### src/rtl/frame_timer_pkg.sv
// Shared constants and types for the frame timer bank: channel modes,
// channel state encoding and the prescaler divide helper.
package frame_timer_pkg;

  localparam logic MODE_PERIODIC = 1'b0;
  localparam logic MODE_ONESHOT  = 1'b1;

  typedef enum logic {
    ST_IDLE = 1'b0,
    ST_RUN  = 1'b1
  } ch_state_t;

  function automatic int calc_div(input int clock_hz, input int frame_hz);
    return clock_hz / frame_hz;
  endfunction

endpackage

### src/rtl/frame_timer_channel.sv
// One frame-count timer channel: latched period/mode, remaining count,
// IDLE/RUN state and a registered one-cycle done pulse.
module frame_timer_channel
  import frame_timer_pkg::*;
#(
  parameter int CNT_W = 8
) (
  input  logic             clock,
  input  logic             resetn,
  input  logic             tick,
  input  logic             start,
  input  logic             stop,
  input  logic             mode,
  input  logic             pause,
  input  logic [CNT_W-1:0] period,
  output logic [CNT_W-1:0] count,
  output logic             done,
  output ch_state_t        state
);

  localparam logic [CNT_W-1:0] ONE = CNT_W'(1);

  logic [CNT_W-1:0] period_q;
  logic             mode_q;

  // Priority: stop, then start (a zero-period start is dropped and the
  // channel holds that cycle), then tick-driven countdown.
  always_ff @(posedge clock or negedge resetn) begin
    if (!resetn) begin
      state    <= ST_IDLE;
      count    <= '0;
      done     <= 1'b0;
      period_q <= '0;
      mode_q   <= MODE_PERIODIC;
    end else begin
      done <= 1'b0;
      if (stop) begin
        state <= ST_IDLE;
        count <= '0;
      end else if (start) begin
        if (period != '0) begin
          period_q <= period;
          mode_q   <= mode;
          count    <= period;
          state    <= ST_RUN;
        end
      end else if (state == ST_RUN && tick && !pause) begin
        if (count > ONE) begin
          count <= count - ONE;
        end else begin
          done <= 1'b1;
          if (mode_q == MODE_ONESHOT) begin
            count <= '0;
            state <= ST_IDLE;
          end else begin
            count <= period_q;
          end
        end
      end
    end
  end

endmodule

### src/rtl/frame_timer_bank.sv
// Shared frame prescaler driving a bank of independent frame-count timers.
// Control strobes are sampled at each rising edge; there is no handshake.
module frame_timer_bank
  import frame_timer_pkg::*;
#(
  parameter int CLOCK_HZ = 50000000,
  parameter int FRAME_HZ = 60,
  parameter int NUM_CH   = 4,
  parameter int CNT_W    = 8
) (
  input  logic                    clock,
  input  logic                    resetn,
  input  logic                    frame_enable,
  input  logic                    frame_sync,
  output logic                    frame_tick,
  input  logic [NUM_CH-1:0]       ch_start,
  input  logic [NUM_CH-1:0]       ch_stop,
  input  logic [NUM_CH-1:0]       ch_mode,
  input  logic [NUM_CH-1:0]       ch_pause,
  input  logic [NUM_CH*CNT_W-1:0] ch_period,
  output logic [NUM_CH*CNT_W-1:0] ch_count,
  output logic [NUM_CH-1:0]       ch_busy,
  output logic [NUM_CH-1:0]       ch_done
);

  localparam int DIV   = calc_div(CLOCK_HZ, FRAME_HZ);
  localparam int DIV_W = (DIV > 1) ? $clog2(DIV) : 1;
  localparam logic [DIV_W-1:0] DIV_LAST = DIV_W'(DIV - 1);

  if (DIV < 2) begin : g_div_check
    $error("frame_timer_bank: CLOCK_HZ/FRAME_HZ must be at least 2");
  end
  if (NUM_CH < 1 || NUM_CH > 16) begin : g_ch_check
    $error("frame_timer_bank: NUM_CH must be in 1..16");
  end

  logic [DIV_W-1:0] pre_cnt;

  // frame_sync wins over frame_enable; the tick lands one cycle after
  // the counter wraps, so ticks are exactly DIV enabled cycles apart.
  always_ff @(posedge clock or negedge resetn) begin
    if (!resetn) begin
      pre_cnt    <= '0;
      frame_tick <= 1'b0;
    end else if (frame_sync) begin
      pre_cnt    <= '0;
      frame_tick <= 1'b0;
    end else if (frame_enable) begin
      if (pre_cnt == DIV_LAST) begin
        pre_cnt    <= '0;
        frame_tick <= 1'b1;
      end else begin
        pre_cnt    <= pre_cnt + DIV_W'(1);
        frame_tick <= 1'b0;
      end
    end else begin
      frame_tick <= 1'b0;
    end
  end

  ch_state_t ch_state [NUM_CH];

  for (genvar i = 0; i < NUM_CH; i++) begin : g_ch
    frame_timer_channel #(
      .CNT_W(CNT_W)
    ) u_ch (
      .clock  (clock),
      .resetn (resetn),
      .tick   (frame_tick),
      .start  (ch_start[i]),
      .stop   (ch_stop[i]),
      .mode   (ch_mode[i]),
      .pause  (ch_pause[i]),
      .period (ch_period[i*CNT_W +: CNT_W]),
      .count  (ch_count[i*CNT_W +: CNT_W]),
      .done   (ch_done[i]),
      .state  (ch_state[i])
    );
    assign ch_busy[i] = (ch_state[i] == ST_RUN);
  end

endmodule
### config.mk
export PLATFORM = sky130hd
export DESIGN_NAME = frame_timer_bank
export DESIGN_NICKNAME = d
export VERILOG_FILES = /design/src/rtl/frame_timer_pkg.sv /design/src/rtl/frame_timer_channel.sv /design/src/rtl/frame_timer_bank.sv
export SDC_FILE = /design/constraint.sdc
export NUM_CORES = 1
export LEC_CHECK = 0
export BUFFER_PORTS_ARGS = -buffer_cell sky130_fd_sc_hd__buf_2
export CAP_MARGIN = 0
export CORE_ASPECT_RATIO = 1.25
export CORE_MARGIN = 5
export CORE_UTILIZATION = 30
export DETAILED_ROUTE_END_ITERATION = 8
export MAX_ROUTING_LAYER = met4
export SYNTH_ARGS = -nofsm -noshare
export SYNTH_HDL_FRONTEND = slang
export SYNTH_HIERARCHICAL = 1
export SYNTH_SLANG_ARGS = --single-unit
### constraint.sdc
create_clock -name clock -period 1.9 [get_ports clock]
set_clock_uncertainty 0.1 [all_clocks]
set_input_delay 0.285 -clock clock [delete_from_list [all_inputs] [get_ports clock]]
set_output_delay 0.285 -clock clock [all_outputs]
set_load 0.05 [all_outputs]
==> results.md <==
- GPL Wtd Cong: 0.842
- DR vias: between 5,000 and 6,000
- Max FO, Critical Path: 5
- Minimum clock period: 1840 ps
- Peak VDD IR: 0.000400 V
- Pre-CTS WS: 1.64 ps
- Synth async-reset ratio: 100%
- Reg-to-reg setup timing slack: roughly 58 ps
- WP data required: 2050 ps
- Worst hold stages: 3
- Slowest cell on the critical path: dfrtp_2
- Worst reg2reg path depth: 6
- Reg-to-reg endpoint: g_ch[0].u_ch/count[0]
- Simple-gate share of the synthesized area: 23.2%
- Crit Path Category: reg -> reg
- TritonCTS clock tree: built
- Rows: 56
- Worst hold start: ch_period[17]
- Slew HR: 63.5%
- Cell at the root of the clock tree: clkbuf_16
- Synthesized area per cell: between 9 and 10 µm²
- Worst min-delay path category: in -> reg
- I/O Pins: 93
- Dpl cells: between 900 and 1,000
- CTS Buf Count: 9
- CP Launch Point: g_ch[0].u_ch/count[0]
- Top_reg_cell synth: dfrtp_1
- Final WS setup: ~58 ps
- Worst setup EP type: flip-flop
- Post-synth top area cell: dfrtp_1
- DP Wirelength: 12,900 µm
- RSZ-0062 raised after global routing: yes
- Avg WL per Cell: 17.6 µm
- Multiplexer area fraction after synthesis: about 1.5%
- Commonest non-fill, non-tap cell in the layout: buf_2
- Status: finished, final reports clean
- Crit Reg-Reg Startpoint: g_ch[0].u_ch/count[0]
- Detail Route Antenna Nets: 0
- Max Slew Vio Count: 0
- Max H-tree Level: 3
- Share of cells above drive strength 1: 31.1%
- Leakage: 3.21 nW
- Synth unique cells: 65
- Worst Tran Pin Value: 548 ps
- Clock Sink Count: between 90 and 100
- Synth Area in Compound Gates: a little over a quarter
- Final period util: 96.9%
- EDFF count, synth: 0
- Global-route wire length before repair: 28,200 µm
- Post-layout power: 6.20 mW
- CP arrival: 1990 ps
- Nets: about 800
- Skew-Pair Late Insertion Delay: 350 ps
- Global-route usage over all layers: 16.2%
- CORE AREA: 18,900 µm²
- Max cap viols: 0
- Post-Synth XOR/XNOR Area: 2.12%
- Largest net degree at the start of global routing: 98
- Die Span Y: around 170 µm
- FF+latch count, synth: a little under 100
- Initial antenna violation count: 1
- Router iterations before antenna repair: 5
- Final Setup Violations: 0
- CP startpoint kind: flip-flop
- Max clock buf depth: 2
- Largest family of logic cells by synthesized area: compound AO/OA/AOI/OAI gates
- Yosys warning count: 6
- Initial Utilization: approximately 31%
- Fill cells: ~1,900
- Synth Cell Area: about 5800 µm²
- DRC viols: 0
- Grt ovf: 0
- Final hold violation count: 0
- Finished Layout Cells: ~990
- Clock transition at the registers of the reported paths: around 70 ps
- Seq/Total Area, Yosys: 41.9%
- Iteration-0 DRC Markers: 268
- Post-synth top area share: 41.9%
- Area grow syn2layout: 25.2%
- Vias in the first global route: 5,486
- Die area: 22,200 µm²
- Max stage delay on crit path: approximately 440 ps
- Cells along the critical path: ha_2, o21ba_2, and3_2, a21boi_4, o211ai_1, o21ai_1
- Mapped Cells: 618
- Die W: 134 µm
- Hold Path End: g_ch[2].u_ch/period_q[1]
- Commonest non-fill, non-tap cells in the layout: buf_2, dfrtp_1, nand2_1
- Synthesized Nets: 680
- WL final: 17,500 µm
- Area contributors post-synth: dfrtp_1, nand2_1, o21ai_0
- IO buf count: just over 90
- Via-to-Cell Ratio: 5.52
- Fmax achieved: 0.543 GHz
- Synth Area in Adders: 2.16%
- Power density cells: 855 nW/µm²
-- how the worst max path moves through the flow --
stage,end,cells after the start
floorplan,g_ch[0].u_ch/count[3],7
global placement,g_ch[0].u_ch/count[3],6
detailed placement,pre_cnt[12],5
CTS,pre_cnt[12],5
global route,g_ch[2].u_ch/count[3],7
finish,g_ch[0].u_ch/count[0],6
-- Yosys cell counts, types with 10 or more instances --
master and count:
dfrtp_1 97, nand2_1 81, nor2_1 39, o21ai_0 38
a21oi_1 32, inv_1 27, a22o_1 20, nand3_1 18
a31oi_1 16, nor4_1 11, ha_1 10, nor3_1 10
-- power breakdown --
part / total, mW / switching (mW) / internal, mW
registers: 2.52 / 0.261 / 2.26
clock network: 1.74 / 0.781 / 0.960
logic: 1.94 / 1.20 / 0.737
total: 6.20 / 2.24 / 3.96
-- flip-flops by register name (all words and copies together) (netlist names) --
register and cells:
g_ch.u_ch/period_q 32, g_ch.u_ch/count 32, g_ch.u_ch/mode_q 4, g_ch.u_ch/done 4, frame_tick 1, pre_cnt 20, g_ch.u_ch/state 4
-- layout make-up --
type | count | area (µm²) | share of cell area (%)
multi-input combinational | 482 | 3310 | 45.7
sequential | 97 | 2440 | 33.6
timing repair buffer | 139 | 831 | 11.5
tap | 232 | 290 | 4.00
clock buffer | 14 | 264 | 3.64
inverter | 27 | 101 | 1.40
clock inverter | 2 | 12.5 | 0.172
antenna | 1 | 2.50 | 0.0345
-- metrics by stage --
step / hold WS [ps] / util [%] / area, µm² / TNS [ps]
5_1_grt: 70.1 / 38.4 / 7260 / -26.4
3_5_place_dp: 296 / 36.3 / 6870 / 0
2_1_floorplan: -111 / - / 5850 / 0
4_1_cts: 57.1 / 37.9 / 7170 / -3.38
3_3_place_gp: 302 / 36.3 / 6870 / 0
6_report: 69.5 / 38.4 / 7260 / 0
-- cell families after synthesis --
family | Yosys count
DFF | 97
adders and majority gates | 10
xor gates and xnor gates | 14
AOI/OAI and AO/OA | 210
muxes | 8
buffers and inverters | 39
and+or+nand+nor | 240
-- worst max-delay path, delay by kind of cell, from the launching register on --
kind / cells / cell delay, ps
and+or+nand+nor: 1 / 260
AOI/OAI and AO/OA: 4 / 730
DFF: 1 / 440
adders and majority gates: 1 / 220
-- repair_timing --
action,4_1_cts,5_1_grt
endpoints found under the setup margin,3,24
setup buffers,0,2
hold buffers,1,0
resized for setup,2,15
pin swaps,0,6
gates cloned,0,0
endpoints found under the hold margin,97,0
-- per-layer routing --
layer  track usage, %  wire [µm]  up-vias
met1             20.1       7710     2662
met5                -          0        -
li1                 -          -     2628
met2             27.2       8590      170
met4             5.83        344        0
met3             2.36        849       26
Power figures use the tool's default switching activity.
